--- config.mk ---
export PLATFORM = sky130hd
export DESIGN_NAME = motion_sequencer
export DESIGN_NICKNAME = d
export VERILOG_FILES = /design/src/rtl/motion_sequencer.sv
export SDC_FILE = /design/constraint.sdc
export NUM_CORES = 1
export LEC_CHECK = 0
export CORE_MARGIN = 2
export CORE_UTILIZATION = 45
export DETAILED_ROUTE_END_ITERATION = 16
export DONT_BUFFER_PORTS = 1
export GPL_TIMING_DRIVEN = 1
export MAX_ROUTING_LAYER = met4
export PLACE_DENSITY = 0.67
export SLEW_MARGIN = 20
export SYNTH_ARGS = -nofsm -noshare
export SYNTH_HDL_FRONTEND = slang
export SYNTH_SLANG_ARGS = --single-unit
--- constraint.sdc ---
create_clock -name clk_i -period 21.4 [get_ports clk_i]
set_input_delay 6.42 -clock clk_i [delete_from_list [all_inputs] [get_ports clk_i]]
set_output_delay 6.42 -clock clk_i [all_outputs]
set_load 0.05 [all_outputs]
--- src/rtl/motion_sequencer.sv ---
// Command front end for the step pulse generator: queues absolute targets, issues relative moves.
// Define MOTION_SEQUENCER_TIMEOUT_EN to add the RUN watchdog and sticky fault_o.
module motion_sequencer #(
   parameter int SIZE    = 64,
   parameter int DEPTH   = 4,
   parameter int GUARD   = 16,
   parameter int TIMEOUT = 100000000
) (
   input  logic            clk_i,
   input  logic            rst_i,
   input  logic            cmd_valid_i,
   output logic            cmd_ready_o,
   input  logic [SIZE-1:0] cmd_angle_i,
   input  logic            home_i,
   input  logic            step_done_i,
   output logic            step_enable_o,
   output logic [SIZE-1:0] relative_angle_o,
   output logic            dir_o,
   output logic [SIZE-1:0] position_o,
   output logic            busy_o,
   output logic            cmd_done_o,
   output logic            fault_o
);
   localparam int AW = $clog2(DEPTH);
   localparam int GW = $clog2(GUARD + 2);
   localparam logic [AW:0]   FULL      = (AW + 1)'(DEPTH);
   localparam logic [GW-1:0] GUARD_END = GW'(GUARD);

   typedef enum logic [2:0] {IDLE, LOAD, SETUP, RUN, RELEASE} state_t;
   state_t state, next_state;

   logic [SIZE-1:0] mem [DEPTH];
   logic [AW-1:0]   wr_ptr, rd_ptr;
   logic [AW:0]     count;
   logic [SIZE-1:0] target, position, delta, neg_delta, magnitude;
   logic [GW-1:0]   guard_cnt;
   logic            push, pop, zero_move, complete, abort, timeout, fault;

   assign push        = cmd_valid_i && cmd_ready_o;
   assign cmd_ready_o = (count < FULL) && !fault;
   assign busy_o      = (state != IDLE) || (count != '0);
   assign position_o  = position;
   assign fault_o     = fault;

   // Only -2^(SIZE-1) negates to itself; clamp it to the largest positive magnitude.
   assign delta     = target - position;
   assign neg_delta = '0 - delta;
   assign magnitude = !delta[SIZE-1]   ? delta :
                      neg_delta[SIZE-1] ? {1'b0, {(SIZE-1){1'b1}}} : neg_delta;

   always_comb begin
      next_state = state;
      pop        = 1'b0;
      zero_move  = 1'b0;
      complete   = 1'b0;
      abort      = 1'b0;
      case (state)
         IDLE:
            if (!home_i && count != '0 && !fault) begin
               pop        = 1'b1;
               next_state = LOAD;
            end
         LOAD:
            if (delta == '0) begin
               zero_move  = 1'b1;
               next_state = IDLE;
            end else begin
               next_state = SETUP;
            end
         SETUP:
            next_state = RUN;
         RUN:
            if (guard_cnt == GUARD_END && step_done_i) begin
               complete   = 1'b1;
               next_state = RELEASE;
            end else if (timeout) begin
               abort      = 1'b1;
               next_state = RELEASE;
            end
         RELEASE:
            if (!step_done_i) next_state = IDLE;
         default:
            next_state = IDLE;
      endcase
   end

   always_ff @(posedge clk_i or posedge rst_i) begin
      if (rst_i) state <= IDLE;
      else       state <= next_state;
   end

   always_ff @(posedge clk_i) begin
      if (push) mem[wr_ptr] <= cmd_angle_i;
   end

   always_ff @(posedge clk_i or posedge rst_i) begin
      if (rst_i) begin
         wr_ptr <= '0;
         rd_ptr <= '0;
         count  <= '0;
      end else if (abort) begin
         wr_ptr <= '0;
         rd_ptr <= '0;
         count  <= '0;
      end else begin
         if (push) wr_ptr <= wr_ptr + 1'b1;
         if (pop)  rd_ptr <= rd_ptr + 1'b1;
         case ({push, pop})
            2'b10:   count <= count + 1'b1;
            2'b01:   count <= count - 1'b1;
            default: count <= count;
         endcase
      end
   end

   always_ff @(posedge clk_i or posedge rst_i) begin
      if (rst_i) begin
         target           <= '0;
         position         <= '0;
         relative_angle_o <= '0;
         dir_o            <= 1'b0;
         step_enable_o    <= 1'b0;
         cmd_done_o       <= 1'b0;
         guard_cnt        <= '0;
      end else begin
         if (pop) target <= mem[rd_ptr];
         if (state == IDLE && home_i) position <= '0;
         else if (complete)           position <= target;
         if (state == LOAD) begin
            relative_angle_o <= magnitude;
            dir_o            <= delta[SIZE-1];
         end
         step_enable_o <= (next_state == RUN);
         cmd_done_o    <= complete || zero_move;
         if (state != RUN)                guard_cnt <= '0;
         else if (guard_cnt != GUARD_END) guard_cnt <= guard_cnt + 1'b1;
      end
   end

`ifdef MOTION_SEQUENCER_TIMEOUT_EN
   localparam int WW = $clog2(TIMEOUT + 1);
   localparam logic [WW-1:0] WD_END = WW'(TIMEOUT - 1);
   logic [WW-1:0] wd_cnt;

   assign timeout = (state == RUN) && (wd_cnt == WD_END);

   always_ff @(posedge clk_i or posedge rst_i) begin
      if (rst_i) begin
         wd_cnt <= '0;
         fault  <= 1'b0;
      end else begin
         wd_cnt <= (state == RUN) ? wd_cnt + 1'b1 : '0;
         if (abort) fault <= 1'b1;
      end
   end
`else
   assign timeout = 1'b0;
   assign fault   = 1'b0;
`endif

endmodule
# After elaboration in Yosys (flattened, before gate mapping)
# Memory sizes are Yosys's and may differ from the RTL's. A register that Yosys moved wholly into a read port is not among the register bits.
# Cells that the tools add are included.
# op_classes
magnitude_cmp	1
n_mux	20
reduce_logical	14
eq_ne	10
addsub	7
# op_table
op	count
2-to-1 mux 64 bit	2
2-to-1 mux 63 bit	2
zero test 64 bit	1
subtractor 1 x 64 -> 64 bit (first input constant)	1
subtractor 64 bit	1
case mux 3 bit (5 select lines)	1
2-to-1 mux 5 bit	2
== test 3 x 2 -> 1 bit (second input constant)	3
2-to-1 mux 3 bit	3
2-to-1 mux 1 bit	8
case mux 3 bit (2 select lines)	1
nonzero test 2 bit	3
nonzero test 3 bit	2
adder 5 x 1 -> 5 bit (second input constant)	1
== test 5 bit (second input constant)	1
!= test 5 bit (second input constant)	1
adder 2 x 1 -> 2 bit (second input constant)	2
logical AND 1 bit	4
adder 3 x 1 -> 3 bit (second input constant)	1
== test 3 x 1 -> 1 bit (second input constant)	1
== test 3 bit (second input constant)	1
zero test 3 bit	1
less-than comparator 3 bit (second input constant)	1
!= test 3 x 2 -> 1 bit (second input constant)	1
6 further kinds	7
# word_totals
word_cells	63
n_memories	1
output_inout_bits	134
mem_bits_rw	256
ff_bits	146
# memory_table
memory	words	width	read_ports	rd_ports_with_merged_regs	write_ports	line	source
mem	4	64	1	1	1	32	logic [SIZE-1:0] mem [DEPTH];

# Logic depth before layout (Yosys ltp)
# depth
depth_word	6
mapped_depth	18
depth_no_buf	15

# Least setup slack after synthesis
# No wires, ideal clock.
# synth_path
path_kind	in2reg
from	input cmd_valid_i
to	memory mem[0][0], enable pin
required_ns	20.971
setup_ns	0.429
arrival_ns	8.296
cell_stages	3
slack_ns	12.675
cell_sequence	nor2b_1 > clkbuf_1 > and2_1
# synth_between
elab_chain_cells	3
# synth_lines
item	line	source
start, declared	11	input logic cmd_valid_i,
logical AND 1 bit	39	assign push = cmd_valid_i && cmd_ready_o;
2-to-1 mux 1 bit	93	if (push) mem[wr_ptr] <= cmd_angle_i;
2-to-1 mux 1 bit (not written as such)	93	
end, declared	32	
# Every way passes these cells.

# Final worst setup path
# layout_path
from	register count[1]
to	output busy_o
# layout_between
elab_chain_cells	2
# layout_lines
item	line	source
start, declared	34	logic [AW:0] count;
start signal, assigned	109	2'b10: count <= count + 1'b1;
start signal, assigned	110	2'b01: count <= count - 1'b1;
start signal, assigned	111	default: count <= count;
nonzero test 3 bit	41	assign busy_o = (state != IDLE) || (count != '0);
logical OR 1 bit	41	
end, declared	20	output logic busy_o,
# Every way passes these cells.

==> Flow_metrics.wiki <==
{| class="wikitable"
! Metric !! Value
|-
| Number of sinks driven by the clock tree || between 400 and 500
|-
| Number of top-level design ports || between 200 and 250
|-
| Input/output buffers || 0
|-
| Highest routed layer || met4
|-
| Inserted Clock Buffers || 47
|-
| Number of maximum-capacitance constraint violations || 0
|-
| Crit-path cells || nor3_1 > nand2_1
|-
| Met3 wire length || 5240 um
|-
| Total length of routed wires || between 50000 and 60000 um
|-
| Post-synth ARST share || 44.9%
|-
| Largest stage delay, worst path || between 600 and 700 ps
|-
| Final Instance Count excl. Fillers || between 2000 and 3000
|-
| Post-cts gate resize count || 0
|-
| Setup Slack @ Placement || 12910 ps
|-
| Worst setup SP type || register
|-
| Filler cells || 4639
|-
| Residual DRC count || 0
|-
| Worst slew pin tran || 1150 ps
|-
| Post-DP HPWL || about 44000 um
|-
| Post-CTS Hold Fix Bufs || 0
|-
| Total core area || roughly 0.052 mm^2
|-
| Slew Limit Headroom || around 23%
|-
| Setup skew after layout || 24.2 ps
|-
| Mapped Avg Cell Area || between 10 and 15 um^2
|-
| Number of flops mapped to enable cells by yosys || between 200 and 300
|-
| Wire length on met2 || approximately 27000 um
|-
| CTS max path bufs || 3
|-
| Clock insertion delay at the later pin of the skew report || about 590 ps
|-
| Post-CTS setup buffer count || 0
|-
| First-pass DRT Iterations || 5
|-
| Largest fanout on the critical path || 3
|-
| Layout net count || 2230
|-
| Number of standard cells after synthesis || approximately 2100
|-
| Number of distinct library cells after synthesis || 100
|-
| Share of the cycle needed by the critical path after routing || 40.2%
|-
| Total grt overflow || 0
|-
| Routed metal-1 wirelength || 26900 um
|-
| Maximum number of pins on one net before global-route repair || 93
|-
| Dominant synthesized flop cell || sky130_fd_sc_hd__edfxtp_1
|-
| Clock root buffer || sky130_fd_sc_hd__clkbuf_16
|-
| Synth-to-Final Area Change || 8.75%
|-
| ANT cells || 0
|-
| Number of synthesized register bits || roughly 470
|-
| Remaining number of nets flagged by the antenna check after routing || 0
|-
| Antenna violations before repair || 0
|-
| Die X || 234 um
|-
| Endpoints failing hold || 0
|-
| Initial cell density of the core || 45.5%
|-
| Count of vias placed by the detailed router || 16700
|-
| Routability Congestion || 0.932
|-
| Die area || ~0.055 mm^2
|-
| Via density per instance || a little under 6
|-
| Cell Area, Synth || around 0.024 mm^2
|-
| Class of the tightest hold or removal check || reg -> reg
|-
| Data arrival time at the worst-slack endpoint || roughly 2200 ps
|-
| Launch point of the worst path || count[1]$_DFFE_PP0P_
|-
| Required time reported for the critical path endpoint || ~15000 ps
|-
| Setup repair after global routing missed its margin || no
|-
| R2r startpoint || position_o[0]$_DFFE_PP0P_
|-
| Number of endpoints failing setup at the final stage || 0
|-
| Most common cell after layout, fill and taps aside || sky130_fd_sc_hd__nand2_1
|-
| First-pass GRT wire length || approximately 93000 um
|-
| Commonest non-fill, non-tap cells in the layout || sky130_fd_sc_hd__nand2_1 (318), sky130_fd_sc_hd__edfxtp_1 (256), sky130_fd_sc_hd__dfrtp_1 (207)
|-
| Maximum frequency from static timing analysis || 116 MHz
|-
| Sequential area share after synthesis || 54.1%
|-
| TritonCTS clock tree || done
|-
| Critical Path End Type || output pin
|-
| Buf+Inv Stages, Crit Path || 0
|-
| Worst path slowest cell || sky130_fd_sc_hd__nor3_1
|-
| Cell family with most CP delay || simple AND/OR/NAND/NOR gates
|-
| Placed Cells incl. Taps || 2725
|-
| Routed wire per std cell || about 21 um
|-
| Time the worst path needs with I/O delays and setup || 8610 ps
|-
| Critical hold path startpoint || count[0]$_DFFE_PP0P_
|-
| Combined global-route utilization of all metal layers || a little under a quarter
|-
| Fraction of layout instances using a drive strength above 1 || 9.79%
|-
| Worst Slack Setup Final || between 10000 and 15000 ps
|-
| Status || completed
|-
| Pins Over Slew Limit || 0
|-
| Number of global-route vias before repair || roughly 16000
|-
| Kind of critical path || reg -> out
|-
| Yosys warnings || 0
|-
| CTS H-tree lvls || 2
|-
| Clock-pin slew on the worst setup and hold paths || 60 ps
|-
| Placement row count || 84
|-
| DRC marker count from the first detailed-route iteration || between 1000 and 1500
|-
| Total Negative Setup Slacks || 0 ps
|-
| Vert. Die Dim || 234 um
|}
-- flip-flops by register name, summed over array words and instances, names as in the netlist --
register          flops
mem                 256
position_o           64
target               64
relative_angle_o     63
guard_cnt             5
count                 3
state                 3
rd_ptr                2
wr_ptr                2
cmd_done_o            1
dir_o                 1
step_enable_o         1
-- cell type report --
| cell class | instances | area [um^2] | share of cell area, % |
|---|---|---|---|
| Clock buffer | 65 | 1290 | 4.99 |
| Sequential cell | 465 | 12900 | 49.8 |
| Tap cell | 688 | 861 | 3.32 |
| Timing Repair Buffer | 17 | 148 | 0.569 |
| Inverter | 96 | 368 | 1.42 |
| Multi-Input combinational cell | 1460 | 10100 | 39.1 |
| Clock inverter | 22 | 203 | 0.781 |
-- Yosys cell counts, drive strengths merged, types with 9 or more instances --
cell type / number / area [um^2]
o21ai: 98 / 502
o211ai: 21 / 168
a31oi: 43 / 269
a21o: 29 / 218
o2111ai: 9 / 78.8
dfrtp: 209 / 5230
nand3: 23 / 115
nand2: 318 / 1190
a211oi: 17 / 128
o21bai: 10 / 75.1
mux4: 64 / 1440
inv: 95 / 357
a22o: 67 / 587
ha: 72 / 901
o21a: 12 / 98.8
or3: 19 / 119
xnor2: 54 / 473
nor3: 31 / 160
xor2: 45 / 394
o31ai: 16 / 120
buf: 40 / 228
edfxtp: 256 / 7690
nand2b: 9 / 56.3
nor2: 153 / 579
clkbuf: 67 / 251
and2: 25 / 156
nor4: 15 / 128
a21oi: 130 / 692
nand4: 44 / 275
and3: 15 / 95.1
or2: 12 / 75.1
-- final timing paths --
path,slack [ps],end,depth (start not counted)
min in group asynchronous,5700,guard_cnt[2]$_DFFE_PP0P_,1
max reg2reg,15670,relative_angle_o[26]$_DFFE_PP0N_,15
max,12790,busy_o,2
max in group asynchronous,14410,position_o[58]$_DFFE_PP0P_,2
min,500,count[0]$_DFFE_PP0P_,1
min reg2reg,500,count[0]$_DFFE_PP0P_,1
-- logic make-up (layout without fill, tap and decap cells) --
logic type                 after synthesis  count (layout)  synth area share, %
xor gates and xnor gates                99              99                 3.63
other                                    1               2               0.0157
adders and majority gates               74              74                 3.94
muxes                                   71              71                 6.34
buffers and inverters                  203             200                 3.52
AOI/OAI and AO/OA                      523             523                 15.1
DFF                                    465             465                 54.1
and+or+nand+nor                        691             691                 13.3
-- per-layer routing --
metal | vias up | global-route usage (%)
met5 | - | -
met1 | 8264 | 31.2
li1 | 7800 | -
met3 | 73 | 6.13
met2 | 539 | 33.5
met4 | 0 | 4.92
-- stage by stage --
step           cell area, um^2  util [%]  hold WS (ps)
2_1_floorplan            23900         -           469
3_3_place_gp             24400      46.5           483
3_5_place_dp             24400      46.5           485
4_1_cts                  25900      49.4           502
5_1_grt                  25900      49.5           528
6_report                 25900      49.5           498
Power is not shown: default switching activity piles up to over one toggle a cycle in this logic, so the estimate is an artifact.
